<file path="src/rtl/conv_engine_param.sv">
// conv_engine_param: NUM_FILTERS fixed-point dot products of one input vector
// (dim RAM) against per-filter weight vectors (bvm RAM), saturated results
// written to dom RAM. Started by a single go pulse, finish is a level.
// Optional build macro: CONV_RELU_EN (clamp negative results to 0 before write).
module conv_engine_param #(
  parameter int DATA_W      = 16,
  parameter int FRAC_BITS   = 8,
  parameter int VEC_LEN     = 9,
  parameter int NUM_FILTERS = 4,
  parameter int ADDR_W      = 9,
  parameter int OUT_ADDR_W  = 3
) (
  input  logic                  clk,
  input  logic                  reset,
  input  logic                  xxx__dut__go,
  output logic                  dut__xxx__finish,
  output logic [ADDR_W-1:0]     dut__bvm__address,
  output logic                  dut__bvm__enable,
  output logic                  dut__bvm__write,
  output logic [DATA_W-1:0]     dut__bvm__data,
  input  logic [DATA_W-1:0]     bvm__dut__data,
  output logic [ADDR_W-1:0]     dut__dim__address,
  output logic                  dut__dim__enable,
  output logic                  dut__dim__write,
  output logic [DATA_W-1:0]     dut__dim__data,
  input  logic [DATA_W-1:0]     dim__dut__data,
  output logic [OUT_ADDR_W-1:0] dut__dom__address,
  output logic [DATA_W-1:0]     dut__dom__data,
  output logic                  dut__dom__enable,
  output logic                  dut__dom__write
);
  localparam int ACC_W = 2*DATA_W + $clog2(VEC_LEN);
  localparam int CNT_W = $clog2(VEC_LEN+1);
  localparam int IDX_W = (VEC_LEN > 1) ? $clog2(VEC_LEN) : 1;
  localparam int F_W   = (NUM_FILTERS > 1) ? $clog2(NUM_FILTERS) : 1;
  localparam int SUM_W = ADDR_W + CNT_W;

  typedef enum logic [1:0] {S_IDLE, S_LOAD, S_MAC, S_WRITE} state_t;

  state_t                    r_state, w_next;
  logic [CNT_W-1:0]          r_cnt;
  logic [F_W-1:0]            r_f;
  logic [ADDR_W-1:0]         r_base;
  logic                      r_rd_vld;
  logic [IDX_W-1:0]          r_rd_idx;
  logic signed [ACC_W-1:0]   r_acc;
  logic signed [DATA_W-1:0]  r_in_buf [VEC_LEN];
  logic                      r_finish;

  logic                      w_issue, w_last, w_last_f;
  logic [SUM_W-1:0]          w_bvm_sum, w_dim_sum;
  logic signed [2*DATA_W-1:0] w_prod;
  logic signed [ACC_W-1:0]   w_shift;
  logic                      w_fits;
  logic [DATA_W-1:0]         w_sat, w_result;

  // cnt runs 0..VEC_LEN: the first VEC_LEN cycles issue reads, the extra one drains the last return
  assign w_issue   = (r_cnt != CNT_W'(VEC_LEN));
  assign w_last    = !w_issue;
  assign w_last_f  = (r_f == F_W'(NUM_FILTERS-1));
  assign w_bvm_sum = SUM_W'(r_base) + SUM_W'(r_cnt);
  assign w_dim_sum = SUM_W'(r_cnt);

  assign w_prod  = (2*DATA_W)'(r_in_buf[r_rd_idx]) * (2*DATA_W)'($signed(bvm__dut__data));
  assign w_shift = r_acc >>> FRAC_BITS;
  // in range when all bits above the result sign bit agree with it
  assign w_fits  = (&w_shift[ACC_W-1:DATA_W-1]) | ~(|w_shift[ACC_W-1:DATA_W-1]);
  assign w_sat   = w_fits ? w_shift[DATA_W-1:0]
                 : (w_shift[ACC_W-1] ? {1'b1, {(DATA_W-1){1'b0}}} : {1'b0, {(DATA_W-1){1'b1}}});
`ifdef CONV_RELU_EN
  assign w_result = w_sat[DATA_W-1] ? '0 : w_sat;
`else
  assign w_result = w_sat;
`endif

  assign dut__xxx__finish = r_finish;
  assign dut__bvm__write  = 1'b0;
  assign dut__bvm__data   = '0;
  assign dut__dim__write  = 1'b0;
  assign dut__dim__data   = '0;

  // state register
  always_ff @(posedge clk or posedge reset) begin
    if (reset) r_state <= S_IDLE;
    else       r_state <= w_next;
  end

  // next state and RAM-facing outputs, decoded from current state
  always_comb begin
    w_next            = r_state;
    dut__bvm__address = '0;
    dut__bvm__enable  = 1'b0;
    dut__dim__address = '0;
    dut__dim__enable  = 1'b0;
    dut__dom__address = '0;
    dut__dom__data    = '0;
    dut__dom__enable  = 1'b0;
    dut__dom__write   = 1'b0;
    case (r_state)
      S_IDLE:  if (xxx__dut__go) w_next = S_LOAD;
      S_LOAD: begin
        dut__dim__enable = w_issue;
        if (w_issue) dut__dim__address = w_dim_sum[ADDR_W-1:0];
        if (w_last) w_next = S_MAC;
      end
      S_MAC: begin
        dut__bvm__enable = w_issue;
        if (w_issue) dut__bvm__address = w_bvm_sum[ADDR_W-1:0];
        if (w_last) w_next = S_WRITE;
      end
      S_WRITE: begin
        dut__dom__address = OUT_ADDR_W'(r_f);
        dut__dom__data    = w_result;
        dut__dom__enable  = 1'b1;
        dut__dom__write   = 1'b1;
        w_next            = w_last_f ? S_IDLE : S_MAC;
      end
      default: w_next = S_IDLE;
    endcase
  end

  // datapath: counters, input capture, accumulation, finish flag
  always_ff @(posedge clk or posedge reset) begin
    if (reset) begin
      r_cnt    <= '0;
      r_f      <= '0;
      r_base   <= '0;
      r_rd_vld <= 1'b0;
      r_rd_idx <= '0;
      r_acc    <= '0;
      r_finish <= 1'b0;
      for (int i = 0; i < VEC_LEN; i++) r_in_buf[i] <= '0;
    end else begin
      r_rd_vld <= ((r_state == S_LOAD) || (r_state == S_MAC)) && w_issue;
      r_rd_idx <= IDX_W'(r_cnt);
      case (r_state)
        S_IDLE: if (xxx__dut__go) begin
          r_finish <= 1'b0;
          r_cnt    <= '0;
        end
        S_LOAD: begin
          if (r_rd_vld) r_in_buf[r_rd_idx] <= $signed(dim__dut__data);
          if (w_last) begin
            r_cnt  <= '0;
            r_f    <= '0;
            r_base <= '0;
            r_acc  <= '0;
          end else r_cnt <= r_cnt + 1'b1;
        end
        S_MAC: begin
          if (r_rd_vld) r_acc <= r_acc + ACC_W'(w_prod);
          if (w_last) r_cnt <= '0;
          else        r_cnt <= r_cnt + 1'b1;
        end
        S_WRITE: begin
          r_acc <= '0;
          r_cnt <= '0;
          if (w_last_f) r_finish <= 1'b1;
          else begin
            r_f    <= r_f + 1'b1;
            r_base <= r_base + ADDR_W'(VEC_LEN);
          end
        end
        default: ;
      endcase
    end
  end
endmodule

</file>
<file path="config.mk">
export PLATFORM = sky130hd
export DESIGN_NAME = conv_engine_param
export DESIGN_NICKNAME = d
export VERILOG_FILES = /design/src/rtl/conv_engine_param.sv
export SDC_FILE = /design/constraint.sdc
export NUM_CORES = 1
export LEC_CHECK = 0
export ABC_AREA = 1
export BUFFER_PORTS_ARGS = -buffer_cell sky130_fd_sc_hd__buf_2
export CAP_MARGIN = 20
export CORE_UTILIZATION = 50
export CTS_BUF_LIST = sky130_fd_sc_hd__clkbuf_2
export CTS_CLUSTER_SIZE = 14
export DETAILED_ROUTE_END_ITERATION = 7
export PLACE_DENSITY = 0.77
export SLEW_MARGIN = 20
export SYNTH_ARGS = -nofsm -noshare
export SYNTH_HDL_FRONTEND = slang
export SYNTH_SLANG_ARGS = --single-unit
</file>
<file path="constraint.sdc">
create_clock -name clk -period 7.23 [get_ports clk]
set_input_delay 1.446 -clock clk [delete_from_list [all_inputs] [get_ports clk]]
set_output_delay 1.446 -clock clk [all_outputs]
set_load 0.03 [all_outputs]
</file>
After elaboration in Yosys (flattened, before gate mapping)
Cells that the tools add are included.
{"block": "classes", "addsub": 5, "multipliers": 1, "n_lt_le_gt_ge": 2, "eq_ne": 11, "mux": 37, "bitwise": 3, "reduce_logical": 15}
{"cell": "$bwmux 144", "count": 1}
{"cell": "$pmux 36 s3", "count": 1}
{"cell": "$mux 16", "count": 6}
{"cell": "$mux 36", "count": 2}
{"cell": "$bmux 16 s4", "count": 1}
{"cell": "$demux 16 s4", "count": 1}
{"cell": "$add 36x32->36", "count": 1}
{"cell": "$mux 9", "count": 4}
{"cell": "$mul 16x16->32", "count": 1}
{"cell": "$pmux 9 s2", "count": 1}
{"cell": "$mux 4", "count": 4}
{"cell": "$mux 2", "count": 7}
{"cell": "$reduce_and 13->1", "count": 1}
{"cell": "$reduce_or 13->1", "count": 1}
{"cell": "$ne 2x2->1 const B", "count": 6}
{"cell": "$pmux 4 s3", "count": 1}
{"cell": "$reduce_and 3->1", "count": 4}
{"cell": "$add 9x4->9", "count": 1}
{"cell": "$add 9x4->9 const B", "count": 1}
{"cell": "$pmux 2 s4", "count": 1}
{"cell": "$eq 2x2->1 const B", "count": 3}
{"cell": "$ge 5x5->1 const B", "count": 1}
{"cell": "$lt 5x1->1 const B", "count": 1}
{"cell": "$mux 1", "count": 5}
{"cell": "other kinds (16)", "count": 18}
{"block": "word_totals", "ff_bits": 203, "output_inout_bits": 76, "wordCells": 91}

Longest topological paths before layout
Gate-level depths: netlist (run 1).
{"block": "logic_depth", "ltp_word": 8, "ltp_mapped": 36, "depth_no_buf": 34}

Worst setup path before layout (run 1)
Ideal clock, no wire load.
{"block": "synth_path", "kind": "input-to-reg", "start": "input port bvm__dut__data[3]", "end": "register r_acc[34]", "setup_ns": 0.126, "arrival_ns": 6.474, "required_time_ns": 7.104, "slack_ns": 0.630, "cell_stages": 20, "path_cell_list": "clkbuf_1 -> buf_2 -> nand2_1 -> fa_1 -> fa_1 -> fa_1 -> inv_1 -> fa_1 -> fa_1 -> inv_1 -> fa_1 -> inv_1 -> ha_1 -> inv_1 -> nor4_1 -> a21oi_1 -> nand2_1 -> nand2_1 -> nand2_1 -> o21ai_0"}
{"block": "synth_between", "elab_chain_cells": 4}
{"element": "start, declared", "line_no": "21", "rtl": "input logic [DATA_W-1:0] bvm__dut__data,"}
{"element": "$mul 16x16->32", "line_no": "64", "rtl": "assign w_prod = (2*DATA_W)'(r_in_buf[r_rd_idx]) * (2*DATA_W)'($signed(bvm__dut__data));"}
{"element": "$add 36x32->36", "line_no": "151", "rtl": "if (r_rd_vld) r_acc <= r_acc + ACC_W'(w_prod);"}
{"element": "$mux 36", "line_no": "151"}
{"element": "$pmux 36 s3", "line_no": "136", "rtl": "case (r_state)"}
{"element": "end signal, assigned", "line_no": "151"}
{"element": "end, declared", "line_no": "46", "rtl": "logic signed [ACC_W-1:0] r_acc;"}
No other way between the ends. The select of a mux whose other input is x is not followed.
A chain may end at the register's enable or synchronous reset.

Worst setup path after layout (run 1)
{"block": "layout_path", "start": "register r_rd_idx[3]", "end": "register r_acc[35]"}
{"block": "layout_between", "elab_chain_cells": 8}
{"element": "start, declared", "line_no": "45", "rtl": "logic [IDX_W-1:0] r_rd_idx;"}
{"element": "start signal, assigned", "line_no": "135", "rtl": "r_rd_idx <= IDX_W'(r_cnt);"}
{"element": "$not 4->5 (not written as such)", "line_no": "64"}
{"element": "$bmux 16 s4", "line_no": "64"}
{"element": "$mux 16 (not written as such) (2 in series)", "line_no": "64"}
{"element": "$mul 16x16->32", "line_no": "64"}
{"element": "$add 36x32->36", "line_no": "151"}
{"element": "$mux 36", "line_no": "151"}
{"element": "$pmux 36 s3", "line_no": "136"}
No other way between the ends. The select of a mux whose other input is x is not followed.

==> results of run 1 <==
-- stage by stage --
step / worst slack, ns / std cells / instance area, sq um
floorplan: 0.245 / 2747 / 22400
global placement: 0.143 / 3309 / 22900
detailed placement: 0.133 / 3309 / 22900
CTS: 0.287 / 3401 / 23400
global route: 0.00846 / 3406 / 23400
finish: 0.375 / 3407 / 23400
-- cells by family after synthesis --
kind of cell	share of synthesized area (%)
compound gates	9.96
other cells	0.0169
xor+xnor	0.237
buf+inv	14.7
simple gates	17.1
fa+ha+maj	35.1
flops	22.9
-- placed cells by master, fill, tap and decap left out, drive strengths merged, types with 54 or more instances in the layout --
cell type,count
ha,120
nor2,126
nand2,719
fa,315
buf,120
dfrtp,203
o21ai,196
a21oi,77
clkbuf,80
inv,624
nand3,54
-- flip-flops by register name (all words and copies together) (netlist names), 2 cells and up --
name	cells
r_acc	36
r_f	2
r_rd_idx	4
r_in_buf	144
r_state	2
r_base	9
r_cnt	4
-- area by class of cell --
type | count | share of cell area (%)
Multi-Input combinational cell | 1779 | 59.9
Sequential cell | 203 | 21.7
Inverter | 623 | 10.1
Timing Repair Buffer | 120 | 3.27
Tap cell | 585 | 3.12
Clock buffer | 80 | 1.71
Clock inverter | 12 | 0.235
Antenna cell | 5 | 0.0534
-- worst max path at each step --
stage                      start               end
2_1_floorplan              reset  dut__xxx__finish
5_1_grt              r_rd_idx[3]         r_acc[33]
4_1_cts              r_rd_idx[0]         r_acc[35]
3_3_place_gp   bvm__dut__data[1]         r_acc[21]
3_5_place_dp   bvm__dut__data[1]         r_acc[35]
6_report             r_rd_idx[3]         r_acc[35]
-- metal layers --
layer | track usage (%) | vias up | routed length [um]
met3 | 5.35 | 115 | 4600
met1 | 35.4 | 8836 | 24100
met5 | 0 | - | 0
met2 | 43.8 | 749 | 26500
li1 | - | 8254 | -
met4 | 9.38 | 0 | 1670
-- critical path, delay by kind of cell, from the launching register on --
kind / cells / cell delay, ns
compound gates: 4 / 1.13
buf+inv: 9 / 1.03
fa+ha+maj: 7 / 3.19
flops: 1 / 0.39
simple gates: 8 / 0.97
==> reports/results.tsv, run 1 <==
stage	metric	value	unit
setup_path	CP Capture Type	register	
logic_synthesis	number of enable flip-flop cells after synthesis	0	
final_layout	area added between synthesis and finish	5.49	%
setup_path	r2r setup slk	0.37	ns
logic_synthesis	syn_area_per_cell	8.20	sq um
sta	Hold WS	0.494	ns
global_routing	initial antenna violation count	4	
hold_path	hold path start	r_in_buf[22]	
logic_synthesis	Yosys top cell by area	fa_1	
final_layout	nets@finish	3253	
sta	Total Neg Setup Slack	0	ns
route	Avg Vias per Cell	5.27	
logic_synthesis	asr flop ratio synth	100	%
sta	final setup fails	0	
place	port bufs	70	
logic_synthesis	Post-Synthesis Cell Area	22200	sq um
global_routing	total congestion overflow	0	
hold_path	WHS Path Cells	2	
clock_network	clock sinks	203	
sta	Slew Viols, Final	0	
floorplan	Core ar.	43500	sq um
floorplan	die height	213	um
logic_synthesis	share of the synthesized area in the top cell type	28.4	%
sta	Tightest Pin Transition	0.975	ns
clock_network	setup bufs post-CTS	0	
setup_path	Startpoint Class	register	
logic_synthesis	commonest cells in the netlist	nand2_1, inv_1, fa_1, dfrtp_1, o21ai_0	
global_routing	global-route wire length before repair	95.3	mm
clock_network	Max Root-Sink Buffers	3	
clock_network	Skew-Pair Late Insertion Delay	1.00	ns
logic_synthesis	most common cell in the netlist	nand2_1	
clock_network	PostCTS Resize Cnt	0	
setup_path	Crit Path Category	register to register	
sta	Max-slew headroom	35.0	%
floorplan	Die Span X	213	um
sta	Worst Skew	0.0537	ns
final_layout	Register Area	5080	sq um
logic_synthesis	prevailing post-synth register cell	dfrtp_1	
sta	crit share post-route	94.8	%
hold_path	Hold EP	r_in_buf[22]	
setup_path	r2r endpoint	r_acc[35]	
clock_network	cts hold-fix bufs	0	
run	Max Cap Viol	0	
clock_network	CTS tree	done	
setup_path	CP Data Arrival Time	7.72	ns
route	Routed Antenna Nets	0	
setup_path	critical path's largest stage delay	0.54	ns
logic_synthesis	Synth Warn #	0	
logic_synthesis	Seq/Total Area, Yosys	22.9	%
logic_synthesis	largest cells by area after synthesis	fa_1, dfrtp_1, nand2_1	
setup_path	Req. time, crit path	8.10	ns
clock_network	Clock transition at path regs	0.09	ns
final_layout	multi-input combinational cell area	14000	sq um
route	wirelength, routed	56.8	mm
setup_path	Crit-path slowest cell	fa_1	
route	Via Count	18000	
place	Placer Congestion	0.974	
logic_synthesis	Post-Syn Instances	2708	
global_routing	Total Routing Usage GR	26.8	%
floorplan	die area	45300	sq um
final_layout	fillers	4007	
floorplan	Initial Util	51.1	%
setup_path	RR Startpoint	r_rd_idx[3]	
setup_path	FF-to-FF path depth	28	
floorplan	FP Rows	76	
logic_synthesis	Yosys cell types	51	
sta	RSZ-0062 raised after global routing	false	
logic_synthesis	FF+latch count, synth	203	
outcome	outcome	complete, no violations	
clock_network	htree depth	2	
place	Final HPWL DP	43.9	mm
hold_path	worst hold path type	register to register	
sta	Fmax	146	MHz
final_layout	Finished Core Util	53.9	%
clock_network	Clock Tree Root	clkbuf_2	
global_routing	maximum number of pins on one net before global-route repair	127	
floorplan	io pins	111	
route	WL/cell	16.7	um
route	DR DRC count	0	
global_routing	number of global-route vias before repair	19200	
route	DR iter-0 viols	1432	
sta	final hold violations	0	
setup_path	CP Max Fanout	10	
final_layout	ratio of cells with drive above 1 in the final layout	9.55	%
route	First-pass DRT Iterations	5	
clock_network	Inserted Clock Buffers	56	
sta	minimum clock period	6.86	ns
Power of run 1 is not shown: default switching activity piles up to over one toggle a cycle in this logic, so the estimate is an artifact.
==> run 2: changes to the inputs <==
BUFFER_PORTS_ARGS = unset   (was -buffer_cell sky130_fd_sc_hd__buf_2)
DONT_BUFFER_PORTS = 1   (was unset)
PLACE_DENSITY = 0.75   (was 0.77)
REMOVE_ABC_BUFFERS = 1   (was unset)
==> run 2 against run 1 <==
Clock skew barely moved. Cell count fell by 2.6%. Non-clock buffer count fell by 79. Via count fell by 2.5%. Utilization fell by 0.87 points. Sequential cell count did not move. Final area fell by 1.6%. Register-to-register slack got worse by 0.11 ns. Global-route usage fell by 0.76 points. Setup slack got worse by 0.11 ns. First-iteration DRC count rose by 1.1%. Critical path depth fell by 5. Largest cell class unchanged. Highest routed layer unchanged.
==> reports/results.tsv, run 2 (synthesis gave the netlist of run 1 again) <==
stage	metric	value	unit	change
route	metal2 WL	25.4	mm	was 26.5 mm
place	Placer Congestion	1.00		was 0.974
floorplan	Die Span X	213	um	unchanged
route	Avg Vias per Cell	5.27		about the same
final_layout	area added between synthesis and finish	3.80	%	was 5.49%
setup_path	CP Capture Type	register		unchanged
final_layout	ratio of cells with drive above 1 in the final layout	7.10	%	was 9.55%
sta	final hold violations	0		unchanged
route	First-pass DRT Iterations	5		unchanged
route	wirelength, routed	56.1	mm	was 56.8 mm
setup_path	Crit-path slowest cell	fa_1		unchanged
floorplan	die area	45300	sq um	unchanged
route	Via Count	17500		was 18,000
route	DR DRC count	0		unchanged
setup_path	Req. time, crit path	7.99	ns	was 8.10 ns
global_routing	global-route wire length before repair	92.2	mm	was 95.3 mm
clock_network	Skew-Pair Late Insertion Delay	0.90	ns	was 1.00 ns
sta	final setup fails	0		unchanged
sta	crit share post-route	96.4	%	was 94.8%
sta	Worst Skew	0.0535	ns	was 0.0537 ns
sta	Tightest Pin Transition	1.03	ns	was 0.975 ns
final_layout	multi-input combinational cell area	14100	sq um	was 14,000 sq um
floorplan	Core ar.	43500	sq um	unchanged
sta	RSZ-0062 raised after global routing	true		was false
route	met3 WL	5.01	mm	was 4.60 mm
floorplan	Initial Util	51.1	%	unchanged
final_layout	Finished Core Util	53.1	%	was 53.9%
final_layout	fillers	4026		was 4,007
setup_path	Startpoint Class	register		unchanged
global_routing	Total Routing Usage GR	26.0	%	was 26.8%
clock_network	htree depth	2		unchanged
final_layout	commonest non-fill, non-tap cell in the layout	nand2_1		unchanged
clock_network	Max Root-Sink Buffers	3		unchanged
clock_network	clock sinks	203		unchanged
setup_path	FF-to-FF path depth	23		was 28
outcome	outcome	complete, no violations		unchanged
global_routing	number of global-route vias before repair	18000		was 19,200
setup_path	Crit Path Category	register to register		unchanged
setup_path	Worst path most repeated cell	fa_1		
route	WL/cell	16.9	um	was 16.7 um
sta	Fmax	143	MHz	was 146 MHz
floorplan	io pins	111		unchanged
route	Metal-1 WL	24.5	mm	was 24.1 mm
setup_path	CP Data Arrival Time	7.73	ns	was 7.72 ns
final_layout	most frequent cells in the layout	nand2_1, inv_1, fa_1, dfrtp_1, o21ai_0		unchanged
final_layout	max reg flops	144		unchanged
final_layout	Biggest register	r_in_buf		unchanged
final_layout	Largest regs	r_in_buf (144), r_acc (36), r_base (9)		unchanged
clock_network	CTS tree	done		unchanged
sta	Total Neg Setup Slack	0	ns	unchanged
hold_path	worst hold path type	register to register		unchanged
place	port bufs	0		was 70
route	DR iter-0 viols	1448		was 1,432
clock_network	Inserted Clock Buffers	54		was 56
setup_path	CP Cell Sequence	nor2_8 > buf_4 > a221oi_2 > o211ai_2 > buf_12 > nand2_1 > fa_1 > inv_1 > fa_1 > fa_1 > fa_1 > fa_1 > inv_1 > fa_1 > inv_1 > ha_1 > a21oi_1 > o21ai_0 > a21oi_1 > nand3_1 > or2_2 > nand3_1 > nand2_1		
setup_path	CP Max Fanout	16		was 10
sta	Max-slew headroom	31.4	%	was 35.0%
route	uppermost routed layer	met4		unchanged
global_routing	maximum number of pins on one net before global-route repair	151		was 127
sta	Slew Viols, Final	0		unchanged
hold_path	WHS Path Cells	2		unchanged
route	Routed Antenna Nets	0		unchanged
clock_network	Clock Tree Root	clkbuf_2		unchanged
setup_path	critical path's largest stage delay	0.58	ns	was 0.54 ns
global_routing	total congestion overflow	0		unchanged
global_routing	initial antenna violation count	1		was 4
sta	minimum clock period	6.97	ns	was 6.86 ns
floorplan	die height	213	um	unchanged
final_layout	Register Area	5080	sq um	about the same
floorplan	FP Rows	76		unchanged
clock_network	Clock transition at path regs	0.11	ns	was 0.09 ns
place	Final HPWL DP	43.6	mm	was 43.9 mm
final_layout	nets@finish	3172		was 3,253
run	Max Cap Viol	0		unchanged
run 2: changes by cell type in the layout (fill, tap and decap cells not counted), moves of 3 or more:
| cell | before | now |
|---|---|---|
| clkbuf_2 | 80 | 77 |
| buf_2 | 70 | 0 |
| clkinv_2 | 0 | 3 |
| buf_4 | 45 | 34 |
| clkinv_1 | 10 | 5 |
| o211ai_4 | 4 | 7 |
| inv_2 | 9 | 12 |
| o211ai_2 | 10 | 7 |
| diode_2 | 5 | 1 |
run 2: repair_timing:
| action | 4_1_cts | 5_1_grt |
|---|---|---|
| setup buffers | 0 | 3 |
| setup endpoints to repair | 0 | 19 |
| hold buffers | 0 | 0 |
| gates resized for setup | 0 | 8 |
run 2: area by class of cell:
type	count	area share [%]
inverters	623	10.2
flip-flops and latches	203	22.0
multi-input cells	1779	61.0
diodes	1	0.0109
repair buffers	41	1.63
clock inverters	11	0.233
well taps	585	3.17
clock buffers	77	1.67
run 2: worst paths after layout:
| kind | start | end | slack [ns] |
|---|---|---|---|
| min | r_in_buf[36] | r_in_buf[36] | 0.49 |
| max in group asynchronous | reset | r_in_buf[14] | 5.40 |
| max reg2reg | r_rd_idx[1] | r_acc[22] | 0.26 |
| min in group asynchronous | reset | r_state[1] | 0.57 |
| min reg2reg | r_in_buf[36] | r_in_buf[36] | 0.49 |
| max | r_rd_idx[1] | r_acc[22] | 0.26 |
run 2: layer usage:
layer	vias to the layer above	GRT usage (%)
li1	8065	-
met1	8614	36.8
met2	730	40.4
met3	88	5.37
met4	0	7.64
met5	-	0
run 2: stage by stage:
step	worst slack, ns	instance area (sq um)	hold slack [ns]	cells
floorplan	0.245	21400	0.448	2605
global placement	0.163	22500	0.466	3226
detailed placement	0.208	22500	0.473	3226
CTS	0.140	22900	0.495	3314
global route	-0.0280	23100	0.518	3320
finish	0.260	23100	0.494	3320
run 2: worst max-delay path, delay by kind of cell (launching register included):
family | cells | cell delay [ns]
fa+ha+maj | 7 | 3.38
compound gates | 5 | 1.23
simple gates | 6 | 1.11
buf+inv | 5 | 0.60
flops | 1 | 0.53
Power of run 2 is left out for the same reason.
